[config.mk]
export PLATFORM = sky130hd
export DESIGN_NAME = mmr_bar0_router
export DESIGN_NICKNAME = d
export VERILOG_FILES = /design/src/rtl/mmr_bar0_router.sv
export SDC_FILE = /design/constraint.sdc
export NUM_CORES = 1
export LEC_CHECK = 0
export CAP_MARGIN = 20
export CORE_AREA = 2 2 293 295
export CTS_BUF_LIST = sky130_fd_sc_hd__clkbuf_8
export CTS_CLUSTER_SIZE = 25
export DETAILED_ROUTE_END_ITERATION = 8
export DIE_AREA = 0 0 295 297
export GPL_ROUTABILITY_DRIVEN = 0
export PLACE_DENSITY_LB_ADDON = 0.15
export SYNTH_ARGS = -nofsm -noshare
export SYNTH_HDL_FRONTEND = slang
export SYNTH_SLANG_ARGS = --single-unit
[constraint.sdc]
create_clock -name clk_i -period 4.9 [get_ports clk_i]
set_input_delay 0.735 -clock clk_i [delete_from_list [all_inputs] [get_ports clk_i]]
set_output_delay 0.735 -clock clk_i [all_outputs]
set_load 0.01 [all_outputs]
[src/rtl/mmr_bar0_router.sv]
// BAR0 to MMR router: splits a 64-bit single-beat access into one or two
// 32-bit device cycles (low half, then high half) and assembles the reply.
//
// state | meaning
// IDLE  | waiting for a BAR0 request, req_ready high
// LO    | low 32-bit half on the MMR bus (offset bit 2 = 0)
// HI    | high 32-bit half on the MMR bus (offset bit 2 = 1)
// RESP  | response presented, waiting for rsp_ready
module mmr_bar0_router #(
    parameter int ADDR_W      = 16,
    parameter int BASE_W      = 6,
    parameter int DEV_ADDR_W  = 10,
    parameter int DEV_COUNT   = 16,
    parameter int TIMEOUT_CYC = 255
) (
    input  logic                    clk_i,
    input  logic                    rst_i,
    input  logic                    req_valid_i,
    output logic                    req_ready_o,
    input  logic                    req_wr_i,
    input  logic [ADDR_W-1:0]       req_addr_i,
    input  logic [63:0]             req_wdata_i,
    input  logic [7:0]              req_wstrb_i,
    output logic                    rsp_valid_o,
    input  logic                    rsp_ready_i,
    output logic [63:0]             rsp_rdata_o,
    output logic                    rsp_err_o,
    output logic [DEV_COUNT-1:0]    mmr_sel_o,
    output logic                    mmr_wr_o,
    output logic [DEV_ADDR_W-1:0]   mmr_addr_o,
    output logic [3:0]              mmr_be_o,
    output logic [31:0]             mmr_wdata_o,
    input  logic [DEV_COUNT*32-1:0] mmr_rdata_i,
    input  logic [DEV_COUNT-1:0]    mmr_ack_i
);

    localparam int IDX_W = (DEV_COUNT > 1) ? $clog2(DEV_COUNT) : 1;
    localparam int CNT_W = $clog2(TIMEOUT_CYC + 1);
    localparam logic [CNT_W-1:0] CNT_LOAD = CNT_W'(TIMEOUT_CYC - 1);
    localparam logic [BASE_W:0]  DEV_LIMIT = (BASE_W + 1)'(DEV_COUNT);
    localparam logic [31:0]      ERR_WORD = 32'hDEAD_BEEF;

    typedef enum logic [1:0] {S_IDLE, S_LO, S_HI, S_RESP} state_t;

    state_t state_q, state_d;

    logic                    req_wr_q;
    logic [ADDR_W-1:3]       req_addr_q;
    logic [63:0]             wdata_q;
    logic [7:0]              wstrb_q;
    logic [63:0]             rdata_q;
    logic                    err_q;
    logic                    sel_q;
    logic [CNT_W-1:0]        cnt_q;

    logic [BASE_W-1:0]       dev_idx;
    logic [IDX_W-1:0]        dev_sel;
    logic                    mapped;
    logic                    in_half;
    logic                    ack_hit;
    logic                    expire;
    logic                    half_done;
    logic                    half_err;
    logic [31:0]             cap_word;
    logic                    unused_addr_lsb;

    // Byte offset bits below the 64-bit word only matter through the strobes.
    assign unused_addr_lsb = ^req_addr_i[2:0];

    assign dev_idx   = req_addr_q[DEV_ADDR_W +: BASE_W];
    assign dev_sel   = dev_idx[IDX_W-1:0];
    assign mapped    = {1'b0, dev_idx} < DEV_LIMIT;
    assign in_half   = (state_q == S_LO) || (state_q == S_HI);
    // Only the selected device's ack counts, and only while sel is up.
    assign ack_hit   = sel_q && mmr_ack_i[dev_sel];
    // Ack in the expiry cycle wins over the timeout.
    assign expire    = sel_q && (cnt_q == '0) && !ack_hit;
    assign half_done = in_half && (!mapped || ack_hit || expire);
    assign half_err  = !mapped || expire;
    assign cap_word  = half_err ? ERR_WORD : mmr_rdata_i[dev_sel*32 +: 32];

    // State register.
    always_ff @(posedge clk_i) begin
        if (rst_i) state_q <= S_IDLE;
        else       state_q <= state_d;
    end

    // Next-state decode and MMR bus / handshake outputs.
    always_comb begin
        state_d     = state_q;
        req_ready_o = 1'b0;
        rsp_valid_o = 1'b0;
        rsp_rdata_o = '0;
        rsp_err_o   = 1'b0;
        mmr_sel_o   = '0;
        mmr_wr_o    = 1'b0;
        mmr_addr_o  = '0;
        mmr_be_o    = '0;
        mmr_wdata_o = '0;
        if (sel_q) mmr_sel_o = DEV_COUNT'(1) << dev_sel;
        case (state_q)
            S_IDLE: begin
                req_ready_o = 1'b1;
                if (req_valid_i) begin
                    if (|req_wstrb_i[3:0])      state_d = S_LO;
                    else if (|req_wstrb_i[7:4]) state_d = S_HI;
                    else                        state_d = S_RESP;
                end
            end
            S_LO: begin
                mmr_wr_o    = req_wr_q;
                mmr_addr_o  = {req_addr_q[DEV_ADDR_W-1:3], 3'b000};
                mmr_be_o    = wstrb_q[3:0];
                mmr_wdata_o = wdata_q[31:0];
                if (half_done) state_d = (|wstrb_q[7:4]) ? S_HI : S_RESP;
            end
            S_HI: begin
                mmr_wr_o    = req_wr_q;
                mmr_addr_o  = {req_addr_q[DEV_ADDR_W-1:3], 3'b100};
                mmr_be_o    = wstrb_q[7:4];
                mmr_wdata_o = wdata_q[63:32];
                if (half_done) state_d = S_RESP;
            end
            S_RESP: begin
                rsp_valid_o = 1'b1;
                rsp_rdata_o = rdata_q;
                rsp_err_o   = err_q;
                if (rsp_ready_i) state_d = S_IDLE;
            end
            default: state_d = S_IDLE;
        endcase
    end

    // Request capture, per-half select/timeout and response assembly.
    always_ff @(posedge clk_i) begin
        if (rst_i) begin
            req_wr_q   <= 1'b0;
            req_addr_q <= '0;
            wdata_q    <= '0;
            wstrb_q    <= '0;
            rdata_q    <= '0;
            err_q      <= 1'b0;
            sel_q      <= 1'b0;
            cnt_q      <= '0;
        end else if (state_q == S_IDLE && req_valid_i) begin
            req_wr_q   <= req_wr_i;
            req_addr_q <= req_addr_i[ADDR_W-1:3];
            wdata_q    <= req_wdata_i;
            wstrb_q    <= req_wstrb_i;
            rdata_q    <= '0;
            err_q      <= 1'b0;
            sel_q      <= 1'b0;
            cnt_q      <= '0;
        end else if (half_done) begin
            sel_q <= 1'b0;
            cnt_q <= '0;
            if (half_err) err_q <= 1'b1;
            if (!req_wr_q) begin
                if (state_q == S_HI) rdata_q[63:32] <= cap_word;
                else                 rdata_q[31:0]  <= cap_word;
            end
        end else if (in_half) begin
            // First cycle of a mapped half only raises sel; the timer runs after.
            if (!sel_q) begin
                sel_q <= 1'b1;
                cnt_q <= CNT_LOAD;
            end else begin
                cnt_q <= cnt_q - CNT_W'(1);
            end
        end
    end

endmodule
==> Word-level counts from Yosys, hierarchy flattened <==
Cells that the tools add are included.
{ "word_totals": {"register_bits": 162, "word_cells": 68} }
{ "classes": {"addsub": 1, "order_cmp": 2, "eq_ne": 7, "shift": 2, "n_mux": 21, "bitwise_logic": 2, "n_reduce_logical": 23} }
{ "ops": {"columns": ["op", "n"], "rows": [
  ["$shiftx A512 B10 Y32", 1],
  ["$mux W64", 1],
  ["$pmux W32 S2", 1],
  ["$mux W32", 1],
  ["$pmux W10 S2", 1],
  ["$mux W16", 1],
  ["$shl A1 B4 Y16 const A", 1],
  ["$reduce_or A4 Y1", 3],
  ["$mux W2", 5],
  ["$logic_not A8 Y1", 1],
  ["$mux W8", 1],
  ["$ne A2 B2 Y1 const B", 4],
  ["$pmux W2 S4", 1],
  ["$pmux W4 S2", 1],
  ["$sub A8 B1 Y8 const B", 1],
  ["$mux W1", 7],
  ["$lt A6 B5 Y1 const B", 1],
  ["$reduce_and A3 Y1", 2],
  ["$logic_and A1 B1 Y1", 5],
  ["$lt A4 B5 Y1 const B", 1],
  ["$bmux W1 S4", 1],
  ["$eq A2 B2 Y1 const B", 2],
  ["$logic_or A1 B1 Y1", 4],
  ["$reduce_and A4 Y1", 1],
  ["7 further kinds", 10]
]} }

==> Depth between registers and ports, before layout <==
{ "depth": {"word_depth": 9, "depth_mapped": 10} }

==> Least setup slack after synthesis <==
Ideal clock, no wire load.
{ "synth_path": {"path_type": "input to register", "from": "input mmr_ack_i[1]", "to": "register rdata_q[17]", "setup_time_ns": 0.146, "arrival_time_ns": 2.375, "required_time_ns": 4.754, "setup_slack_ns": 2.379, "path_stages": 7, "cell_sequence": "mux4_1 nor2_1 a2111oi_0 a211oi_1 clkbuf_1 a2111o_1 mux2i_1"} }
{ "synth_via": {"elab_chain_cells": 8, "elab_cells_between_ends": 11} }
{ "synth_lines": {"columns": ["element", "line_no", "rtl"], "rows": [
  ["start, declared", "34", "input logic [DEV_COUNT-1:0] mmr_ack_i"],
  ["$bmux W1 S4 (*)", "75", "assign ack_hit = sel_q && mmr_ack_i[dev_sel];"],
  ["$mux W1 (not written as such) (*)", "75", null],
  ["$logic_and A1 B1 Y1 (*)", "75", null],
  ["$logic_not A1 Y1", "77", "assign expire = sel_q && (cnt_q == '0) && !ack_hit;"],
  ["$logic_and A1 B1 Y1", "77", null],
  ["$logic_or A1 B1 Y1", "78", "assign half_done = in_half && (!mapped || ack_hit || expire);"],
  ["$logic_and A1 B1 Y1", "78", null],
  ["$reduce_and A3 Y1 (no source line)", null, null],
  ["end signal, assigned", "160", "else rdata_q[31:0] <= cap_word;"],
  ["end, declared", "51", "logic [63:0] rdata_q;"]
]} }
Mark *: on every way between the ends. The rest lies on a longest branch, timed or not. The select of a mux whose other input is x is not followed.
A chain may end at the register's enable or synchronous reset.

==> Worst setup path in the final report <==
{ "layout_path": {"from": "register state_q[0]", "to": "output mmr_addr_o[9]"} }
{ "layout_via": {"elab_chain_cells": 2, "elab_cells_between_ends": 3} }
{ "layout_lines": {"columns": ["element", "line_no", "rtl"], "rows": [
  ["start, declared", "45", "state_t state_q, state_d;"],
  ["start signal, assigned", "85", "else state_q <= state_d;"],
  ["$eq A2 B2 Y1 / $eq A2 B1 Y1 (equally long branches)", "101", "case (state_q)"],
  ["$pmux W10 S2 (*)", "101", null],
  ["end, declared", "30", "output logic [DEV_ADDR_W-1:0] mmr_addr_o,"]
]} }
Mark *: on every way between the ends. The rest lies on a longest branch, timed or not.

==> impl_metrics.json <==
{
  "status": "finished clean",
  "cts_tree": "done",
  "ctsResizeCount": 0,
  "routed_wl_um": 79000,
  "finClkSkew_ps": 24.6,
  "grt_pass1_wl_um": 107000,
  "start_util": 0.129,
  "antenna_left": 0,
  "clk_path_buf_depth": 2,
  "clk_transition_reported_paths_ps": 110,
  "final_cell_mix": "clkdlybuf4s50_1, nand2_1, dfxtp_1",
  "clk_latency_ps": 550,
  "crit_chain": "inv_1 > ha_1 > clkinv_1 > buf_4 > nor2_1 > and2_1 > clkdlybuf4s50_1",
  "synth_edf_count": 0,
  "syn_avg_cell_area_um2": 10.0,
  "clock-root-buffer": "clkbuf_8",
  "cts_max_level": 4,
  "grt_max_degree": 123,
  "drtIter0Drc": 718,
  "worstPathRequired_ps": 4160,
  "cpPeakStageDelay_ps": 540,
  "post_cts_buffers": 0,
  "clock-sinks": 162,
  "tns_ps": 0,
  "die-area_um2": 87600,
  "die_h_um": 297,
  "netlist_area_um2": 10900,
  "nets": 2389,
  "min_path_type": "flip-flop to flip-flop",
  "worstPathMaxFanout": 37,
  "area_growth_pct": 83.3,
  "finalCriticalPeriod_ps": 3840,
  "crit_buf_inv": 4,
  "min-delay-start": "wdata_q[39]",
  "grt_pass1_vias": 12600,
  "fp-row-count": 107,
  "synth_top_flop_cell": "dfxtp_1",
  "drcViolationCount": 0,
  "drt_pass1_iterations": 5,
  "r2r_setup_slack_ps": 1400,
  "synth_seq_cells": 162,
  "port_buffers": 745,
  "finalSetupViolations": 0,
  "synthCells": 1090,
  "core-area_um2": 84500,
  "critPathCaptureType": "primary output",
  "fmax_ghz": 0.260,
  "die_x_um": 295,
  "cp-endpoint": "mmr_addr_o[9]",
  "drv_cap": 0,
  "crit_path_start_kind": "flip-flop",
  "worstRegToRegCells": 6,
  "ys_types": 50,
  "grt_overflow": 0,
  "timing.final.crit_share": 0.784,
  "dp_hpwl_um": 66300,
  "yosysSeqAreaShare": 0.297,
  "antenna_found_initial": 48,
  "rsz0062_at_grt": "no",
  "tightest_slew_ps": 1160,
  "async_reset_ff_frac": 0,
  "holdBufCountCts": 0,
  "slowest_stage": "clkdlybuf4s50_1",
  "track_usage": 0.177,
  "synth.yosys.warnings": 0,
  "critical_path_class": "flip-flop to primary output",
  "ios": 751,
  "ir_drop_uv": 181,
  "drive_above_1_share": 0.122,
  "leakage_nw": 6.41,
  "wl_per_cell_um": 26.9,
  "final_hold_viol_count": 0,
  "arrival_ps": 3100,
  "crit_family": "buffers and inverters",
  "cts_made_buffers": 17,
  "final_common_cell": "clkdlybuf4s50_1",
  "r2r-end": "rdata_q[11]",
  "rr_startpoint": "req_addr_q[13]",
  "power_per_cell_area_nw_per_um2": 270,
  "max-slew-margin-rel": 0.228,
  "cp_num_cells": 7,
  "vias": 12200,
  "cp-startpoint": "state_q[0]",
  "slew_violations": 0,
  "viasPerCell": 4.15,
  "fin_util": 0.237
}
==> power by group <==
| group | internal, mW | switching, mW | leakage (nW) |
|---|---|---|---|
| combinational | 1.25 | 1.41 | 4.88 |
| sequential | 1.49 | 0.170 | 1.32 |
| clock | 0.434 | 0.641 | 0.206 |
==> flip-flops by register name (all words and copies together) (netlist names) <==
signal      flops
sel_q           1
state_q         2
wstrb_q         8
rdata_q        64
req_wr_q        1
err_q           1
cnt_q           8
wdata_q        64
req_addr_q     13
==> cell type report <==
cell class,instances,area [µm²]
Multi-Input combinational cell,810,7180
Clock buffer,17,234
Fill cell,9119,64500
Clock inverter,15,190
Inverter,8,30.0
Tap cell,1144,1430
Antenna cell,16,40.0
Sequential cell,162,3260
Timing Repair Buffer,763,7620
==> per-layer routing <==
layer | up-vias | share of wire | GRT usage
li1 | 5436 | - | -
met1 | 6157 | 0.44 | 0.236
met2 | 508 | 0.46 | 0.283
met3 | 68 | 0.083 | 0.0565
met4 | 20 | 0.011 | 0.0306
met5 | - | 0.0016 | 0
==> cells in the mapped netlist (all sizes together), types with 2 or more instances <==
cell type  number  area share
a2111o          8      0.0083
a211o           4      0.0032
a211oi         10      0.0069
a21oi          95       0.044
a22oi          36       0.025
a2bb2oi         2      0.0016
and2           76       0.044
and4b           2      0.0018
buf            37       0.018
clkbuf         74       0.026
dfxtp         162        0.30
ha              6      0.0069
inv             7      0.0024
mux2i          28       0.026
mux4          154        0.32
nand2         202       0.070
nand2b          5      0.0029
nand3           3      0.0014
nor2           83       0.029
nor2b           9      0.0052
nor3            7      0.0037
nor4            5      0.0029
o21ai           4      0.0018
o2bb2ai        48       0.039
o41ai           2      0.0016
xnor2           2      0.0016
xor2            3      0.0024
==> kinds of logic after synthesis <==
logic type | synth area share
AO/OA/AOI/OAI | 0.134
buffers and inverters | 0.0461
flip-flops | 0.297
XOR/XNOR | 0.00402
AND/OR/NAND/NOR | 0.167
other | 0.000344
multiplexers | 0.344
adder cells (fa/ha/maj) | 0.00688
==> worst min-delay path, delay by kind of cell, from the launching register on <==
kind	cells	cell delay (ps)
flip-flops	1	320
AND/OR/NAND/NOR	1	50
AO/OA/AOI/OAI	1	50
==> how the worst min path moves through the flow <==
stage | endpoint | slack, ps | depth (start not counted)
6_report | wdata_q[39] | 460 | 2
3_5_place_dp | rdata_q[23] | 440 | 1
5_1_grt | rdata_q[27] | 480 | 1
4_1_cts | req_addr_q[3] | 460 | 2
2_1_floorplan | rdata_q[0] | 420 | 1
3_3_place_gp | rdata_q[37] | 440 | 1
==> per-stage QoR <==
step	instances	hold WS, ps	power [mW]	instance area, µm²	setup slack (ps)
after CTS	2918	463	5.53	19900	903
final	2935	459	5.39	20000	1060
after detailed placement	2886	439	4.40	19500	1240
after global routing	2923	477	5.75	20000	722
after global placement	2886	439	4.38	19500	1270
after floorplan	1091	424	3.07	10900	2380
Note: power is estimated with default switching activity, not from simulation.
